### src/rtl/packet_generator.sv
// packet_generator: AXI-Stream traffic source for link bring-up and loopback.
// Emits a burst of packet_count packets, each packet_cycles beats long and ended by tlast.
// Every 32-bit lane of a beat carries {pkt_idx[15:0], 8'hA5, beat_idx[7:0]}, so the
// far end can check both beat order and packet boundaries.
//
// Optional feature macro: PKTGEN_GAP_EN
//   When defined, this adds the gap_cycles port and a GAP state that inserts idle
//   cycles between packets.
//
// Ports:
//   clk, resetn    rising-edge clock, asynchronous active-low reset
//   start          one-cycle burst request; taken only in IDLE, never while done pulses
//   packet_cycles  beats per packet (0 means 256)
//   packet_count   packets per burst (0 means an empty burst that only pulses done)
//   gap_cycles     idle cycles between packets (PKTGEN_GAP_EN only)
//   busy           high from start acceptance until the done cycle
//   done           one-cycle pulse at burst completion
//   packets_sent   packets completed in the current or last burst
//   axis_*         AXI-Stream master (tdata/tlast/tvalid out, tready in)
module packet_generator #(
  parameter int unsigned DW = 512  // must be a multiple of 32
) (
  input  logic          clk,
  input  logic          resetn,
  input  logic          start,
  input  logic [7:0]    packet_cycles,
  input  logic [15:0]   packet_count,
`ifdef PKTGEN_GAP_EN
  input  logic [7:0]    gap_cycles,
`endif
  output logic          busy,
  output logic          done,
  output logic [15:0]   packets_sent,
  output logic [DW-1:0] axis_tdata,
  output logic          axis_tlast,
  output logic          axis_tvalid,
  input  logic          axis_tready
);

  localparam int unsigned Lanes = DW / 32;

`ifdef PKTGEN_GAP_EN
  typedef enum logic [1:0] {StIdle, StSend, StGap} state_e;
`else
  typedef enum logic [0:0] {StIdle, StSend} state_e;
`endif

  state_e       state_q, state_d;
  logic [7:0]   cycles_q, cycles_d;
  logic [15:0]  count_q, count_d;
  logic [7:0]   beat_idx_q, beat_idx_d;
  logic [15:0]  pkt_idx_q, pkt_idx_d;
  logic [15:0]  sent_q, sent_d;
  logic         busy_q, busy_d;
  logic         done_q, done_d;
`ifdef PKTGEN_GAP_EN
  logic [7:0]   gap_q, gap_d;
  logic [7:0]   gap_cnt_q, gap_cnt_d;
`endif

  logic         accept;
  logic         fire;
  logic         last_beat;
  logic [7:0]   beat_inc;
  logic [31:0]  lane;

  // Start is refused during the done pulse so a burst always reports completion first.
  assign accept    = (state_q == StIdle) && start && !done_q;
  assign fire      = axis_tvalid && axis_tready;
  assign beat_inc  = beat_idx_q + 8'd1;
  // 8-bit wrap makes packet_cycles == 0 mean a 256-beat packet.
  assign last_beat = (beat_inc == cycles_q);
  assign lane      = {pkt_idx_q, 8'hA5, beat_idx_q};

  // Stream outputs depend only on registered state, so they hold steady across stalls
  // and never depend on tready. Data is zeroed outside SEND to keep reset outputs clean.
  always_comb begin
    axis_tvalid = (state_q == StSend);
    axis_tlast  = axis_tvalid && last_beat;
    axis_tdata  = axis_tvalid ? {Lanes{lane}} : '0;
  end

  assign busy         = busy_q;
  assign done         = done_q;
  assign packets_sent = sent_q;

  always_comb begin
    state_d    = state_q;
    cycles_d   = cycles_q;
    count_d    = count_q;
    beat_idx_d = beat_idx_q;
    pkt_idx_d  = pkt_idx_q;
    sent_d     = sent_q;
    done_d     = 1'b0;
`ifdef PKTGEN_GAP_EN
    gap_d      = gap_q;
    gap_cnt_d  = gap_cnt_q;
`endif

    case (state_q)
      StIdle: begin
        if (accept) begin
          cycles_d   = packet_cycles;
          count_d    = packet_count;
          beat_idx_d = 8'd0;
          pkt_idx_d  = 16'd0;
          sent_d     = 16'd0;
`ifdef PKTGEN_GAP_EN
          gap_d      = gap_cycles;
`endif
          if (packet_count == 16'd0) begin
            done_d = 1'b1;
          end else begin
            state_d = StSend;
          end
        end
      end

      StSend: begin
        if (fire) begin
          if (last_beat) begin
            beat_idx_d = 8'd0;
            pkt_idx_d  = pkt_idx_q + 16'd1;
            sent_d     = sent_q + 16'd1;
            if (sent_q + 16'd1 == count_q) begin
              state_d = StIdle;
              done_d  = 1'b1;
`ifdef PKTGEN_GAP_EN
            end else if (gap_q != 8'd0) begin
              state_d   = StGap;
              gap_cnt_d = gap_q;
`endif
            end
          end else begin
            beat_idx_d = beat_inc;
          end
        end
      end

`ifdef PKTGEN_GAP_EN
      // Counts down from gap_q; the cycle holding 1 is the last idle cycle.
      StGap: begin
        if (gap_cnt_q <= 8'd1) begin
          state_d = StSend;
        end else begin
          gap_cnt_d = gap_cnt_q - 8'd1;
        end
      end
`endif

      default: state_d = StIdle;
    endcase

    // An empty burst still shows busy for the single cycle its done pulses.
    busy_d = (state_d != StIdle) || (accept && (packet_count == 16'd0));
  end

  always_ff @(posedge clk or negedge resetn) begin
    if (!resetn) begin
      state_q    <= StIdle;
      cycles_q   <= 8'd0;
      count_q    <= 16'd0;
      beat_idx_q <= 8'd0;
      pkt_idx_q  <= 16'd0;
      sent_q     <= 16'd0;
      busy_q     <= 1'b0;
      done_q     <= 1'b0;
`ifdef PKTGEN_GAP_EN
      gap_q      <= 8'd0;
      gap_cnt_q  <= 8'd0;
`endif
    end else begin
      state_q    <= state_d;
      cycles_q   <= cycles_d;
      count_q    <= count_d;
      beat_idx_q <= beat_idx_d;
      pkt_idx_q  <= pkt_idx_d;
      sent_q     <= sent_d;
      busy_q     <= busy_d;
      done_q     <= done_d;
`ifdef PKTGEN_GAP_EN
      gap_q      <= gap_d;
      gap_cnt_q  <= gap_cnt_d;
`endif
    end
  end

endmodule

### config.mk
export PLATFORM = sky130hd
export DESIGN_NAME = packet_generator
export DESIGN_NICKNAME = d
export VERILOG_FILES = /design/src/rtl/packet_generator.sv
export SDC_FILE = /design/constraint.sdc
export NUM_CORES = 1
export LEC_CHECK = 0
export ABC_AREA = 1
export CAP_MARGIN = 15
export CORE_AREA = 10 10 212 214
export CTS_CLUSTER_DIAMETER = 80
export DETAILED_ROUTE_END_ITERATION = 10
export DIE_AREA = 0 0 222 224
export HOLD_SLACK_MARGIN = 0.06
export PLACE_DENSITY = 0.61
export RECOVER_POWER = 100
export SKIP_CTS_REPAIR_TIMING = 1
export SLEW_MARGIN = 10
export SYNTH_ARGS = -nofsm -noshare
export SYNTH_HDL_FRONTEND = slang
export SYNTH_SLANG_ARGS = --single-unit
### constraint.sdc
create_clock -name clk -period 3.7 [get_ports clk]
set_clock_uncertainty 0.2 [all_clocks]
set_input_delay 0.925 -clock clk [delete_from_list [all_inputs] [get_ports clk]]
set_output_delay 0.925 -clock clk [all_outputs]
set_load 0.05 [all_outputs]
# Word-level counts from Yosys, hierarchy flattened
# Index checks and enable logic that the tools add are counted.
[totals]
ff_bits = 67
in_bits = 28
out_inout_bits = 532
wordCells = 52
[op_classes]
add_sub_neg = 3
n_eq_ne = 5
n_mux = 24
bitwise_logic = 1
n_reduce_logical = 11
[op_table]
columns = ["cell", "n"]
rows = [
  ["two-way mux 512 bit", 1],
  ["two-way mux 16 bit", 5],
  ["one-hot mux 16 bit (2 select lines)", 2],
  ["adder 16 x 1 -> 16 bit (second input constant)", 2],
  ["two-way mux 8 bit", 3],
  ["equality test 16 bit", 1],
  ["zero test 16 bit", 1],
  ["one-hot mux 8 bit (2 select lines)", 1],
  ["two-way mux 1 bit", 10],
  ["adder 8 x 1 -> 8 bit (second input constant)", 1],
  ["equality test 8 bit", 1],
  ["logical AND 1 bit", 5],
  ["inequality test 2 x 1 -> 1 bit (second input constant)", 2],
  ["one-hot mux 1 bit (2 select lines)", 2],
  ["AND reduction 2 bit", 2],
  ["AND reduction 3 bit", 1],
  ["inequality test 2 bit (second input constant)", 1],
  ["zero test 1 bit", 1],
  ["logical OR 1 bit", 1],
  ["inverter 1 bit", 1],
]

# Longest topological paths before layout
[logic_depth]
ltp_word = 7
mapped_depth = 16
depth_no_buf = 15

# Least setup slack after synthesis
# OpenSTA, ideal clock, no wires.
[synth_path]
kind = "reg2out"
start = "register state_q, in the netlist axis_tvalid"
end = "output axis_tdata[112]"
arrival_time_ns = 3.184
t_required_ns = 2.575
path_slack_ns = -0.609
path_stages_with_launch = 6
path_buffers = 3
path_cell_list = "dfrtp_1 buf_2 buf_1 nand2_1 inv_1 buf_4"
[synth_via]
elab_chain_len = 1
[synth_rtl]
columns = ["item", "line_no", "rtl"]
rows = [
  ["start, declared", "48", "state_e state_q, state_d;"],
  ["start signal, assigned", "160", "state_q <= StIdle;"],
  ["start signal, assigned", "173", "state_q <= state_d;"],
  ["two-way mux 512 bit", "80", "axis_tdata = axis_tvalid ? {Lanes{lane}} : '0;"],
  ["end, declared", "34", "output logic [DW-1:0] axis_tdata,"],
]
# No other way between the ends.

# Final worst setup path
[layout_path]
start = "register state_q, in the netlist axis_tvalid"
end = "output axis_tdata[92]"
# Same word-level chain as after synthesis.

==> impl_results.md <==
* Status: complete, but fails checks
* Failing checks: max-capacitance violations, max-slew violations
* Io pins at 560
* Register area at around 1700 sq um
* CP Data Required Time at about 2600 ps
* Routed WL at around 28000 microns
* Count of cell types in the netlist at 34
* Inst Count DP at roughly 1.7k
* Hold Crit Depth at 2
* Register area share after synthesis at 21.4%
* Largest area contributor in the netlist: buf_4
* Per-cell routed wire length at 16.6 microns
* Post-place setup slack at ~840 ps
* Post-DP HPWL at approximately 24000 microns
* Initial DRC count at 327
* Crit Path Category: reg2out
* I/O Buffers at ~500
* Core Box Area at roughly 41000 sq um
* Fillers at between 4k and 5k
* Top Family by Delay on Critical Path: buffers and inverters
* DR DRC count at 0
* Worst hold slack at about 310 ps
* Initial Utilization at just under 20%
* CTS buffer count at 9
* Reg clk slew, reported paths at around 60 ps
* Total track usage at approximately a tenth
* Clock share of power at between 10% and 20%
* First-pass GRT wire length at 41000 microns
* Setup violations, final at 0
* Synth Warn # at 0
* Worst setup SP type: flip-flop
* Critical path depth at 4
* Die Ht at around 220 microns
* Sink Count at 67
* FF-to-FF path depth at 14
* Maximum vdd ir drop at 0.447 mV
* Post-synthesis xor/xnor area fraction at under 10%
* CTS tree: built
* Simple-gate area share of the yosys netlist at around 20%
* CP arrival at 2230 ps
* Gate Count Post-Synth at 1089
* Die W at 222 microns
* Largest net degree at the start of global routing at 73
* Number of H-tree levels at 3
* Compound-Gate Fraction of Synth Area at under 10%
* FP Rows at 74
* Crit-path max FO at 23
* Max Freq at approximately 300 MHz
* Max-cap violation count at 1
* Final std cells w/o fill at 1711
* Final hold violation count at 0
* Mapped Avg Cell Area at between 7 and 8 sq um
* Root buf cell: clkbuf_16
* Vias in the first global route at roughly 6.2k
* Area share of fa/ha/maj cells after synthesis at less than 1%
* Proportion of synthesized area in mux cells at 0%
* Nets@finish at 1205
* RSZ-0062 raised after global routing: no
* Synth top cells by count: 489 x buf_4, 209 x nand2_1, 80 x inv_1
* Crit end category: output port
* Fin crit period at 3350 ps
* Final instance area at between 10000 and 15000 sq um
* Worst path buffer plus inverter count at 3
* Slowest cell on crit path: clkbuf_1
* Post-place instance area at 11600 sq um
* Setup_tns at 0 ps
* Routed Antenna Nets at 0
* Fin. max-slew vios at 68
* Crit path cell chain: clkbuf_2 -> nand2_1 -> inv_1 -> clkbuf_1
* Placer Congestion at approximately 0.85
* Largest family of logic cells by synthesized area: buffers and inverters
* Setup ws final at roughly 350 ps
* Clk_lat worst skew at about 340 ps
* Slew of the pin with the lowest slew margin at roughly 1800 ps
* Worst slew margin at -21.1%
* Longest Clk Path Bufs at 2
* Synthesized cell area at 7820 sq um
* Sw power at ~4.5 mW
* Async S/R FF share, synth at 100%
* P_int at 2.85 mW
* Cell with the most instances after synthesis: buf_4
* Worst hold path class: reg2reg
* Drt first pass iters at 5
* Logic gate share of total power at about three quarters
* Period utilization at 90.6%
* Layout cells sized above 1 at a little over a quarter
* Via count at a little over 6k
* Via/cell ratio at 3.62
* P per Cell Area at 680 nW/um^2
* Synth area leaders: buf_4 47%, dfrtp_1 21%, nand2_1 10%
* Number of synthesized flops with an enable pin at 0
* Leakage power total at a little under 5 nW
* Register bit total from synthesis at 67
* Die area at 49700 sq um
* Most common flop cell mapped by yosys: dfrtp_1
* Initial antenna violation count at 0
* Grt ovf at 0
* Sw frac at 61.1%
* Worst path max stage delay at 530 ps
* Sequential share of power at roughly 14%
* Area occupied by multi-input gates at 2300 sq um
* Synth top area share at between 40% and 50%
* Area delta synth->final at 37.4%
* Antenna diode count at 0
-- through the flow --
step           power (mW)  utilization [%]
2_1_floorplan        5.56                -
3_3_place_gp         7.00             28.5
3_5_place_dp         7.03             28.5
4_1_cts              7.94             29.2
5_1_grt              7.62             26.5
6_report             7.31             26.5
-- worst register-to-register path: stages (launching register included) --
cell and delay, ps:
dfrtp_1 410, ha_1 190, nand2_1 150, nor2_4 130, nand2_1 60, nand2_1 70, nand2_1 70, nand2_1 60
nand2_1 50, nor2_1 160, nand3_4 160, inv_1 160, nand2_2 260, nand2_1 740, o21ai_0 210
-- worst paths after layout --
kind | slack (ps) | start | endpoint
worst max-delay path | 350 | axis_tvalid | axis_tdata[92]
max in group asynchronous | 1030 | resetn | axis_tvalid
worst max register to register | 500 | beat_idx_q[0] | pkt_idx_q[8]
worst min register to register | 310 | cycles_q[1] | cycles_q[1]
worst min-delay path | 310 | cycles_q[1] | cycles_q[1]
min in group asynchronous | 950 | resetn | count_q[5]
-- sequential cells by signal (all words and copies together), names as in the netlist --
register and cells:
packets_sent 16, done 1, cycles_q 8, busy 1, pkt_idx_q 16, beat_idx_q 8
axis_tvalid 1, count_q 16
-- layout by cell type, fill, tap and decap left out, drive strengths merged --
cell type and count:
a21oi 3, dfrtp 67, nor3 10, a31oi 1, ha 3, clkinv 2, xnor2 8, nor2 47
nand3b 6, xor2 8, o21bai 2, or4 2, clkdlybuf4s50 25, inv 83, buf 180, o22ai 16
clkbuf 235, conb 64, nand2 214, clkinvlp 2, xnor3 1, bufinv 1, o21ai 33, nor4 1
nand3 71, a41oi 1, dlygate4sd3 84, nand4 9
-- area by class of cell --
cell class | instances | share of cell area (%)
Tap cell | 532 | 6.19
Timing Repair Buffer | 515 | 51.2
Sequential cell | 67 | 15.6
Clock buffer | 9 | 2.09
Inverter | 81 | 2.83
Multi-Input combinational cell | 500 | 21.4
Clock inverter | 7 | 0.710
-- metal layers --
| metal | share of wire, % | up-vias | track usage [%] |
|---|---|---|---|
| li1 | - | 3005 | - |
| met1 | 39 | 2837 | 11.6 |
| met2 | 52 | 320 | 18.5 |
| met3 | 7.4 | 24 | 2.89 |
| met4 | 1.9 | 0 | 3.14 |
| met5 | 0 | - | 0 |
-- power groups by stage --
stage	Clock, mW	Sequential (mW)	Combinational, mW
2_1_floorplan	0	1.10	4.46
3_3_place_gp	0	1.06	5.94
3_5_place_dp	0	1.07	5.97
4_1_cts	0.911	1.05	5.97
5_1_grt	0.946	1.08	5.59
6_report	0.888	1.05	5.37
-- kinds of logic after synthesis --
logic type / count (synthesis)
buffers and inverters: 585
AND/OR/NAND/NOR: 360
flip-flops: 67
AO/OA/AOI/OAI: 56
XOR/XNOR: 17
adder cells (fa/ha/maj): 3
other: 1
Power figures use the tool's default switching activity.
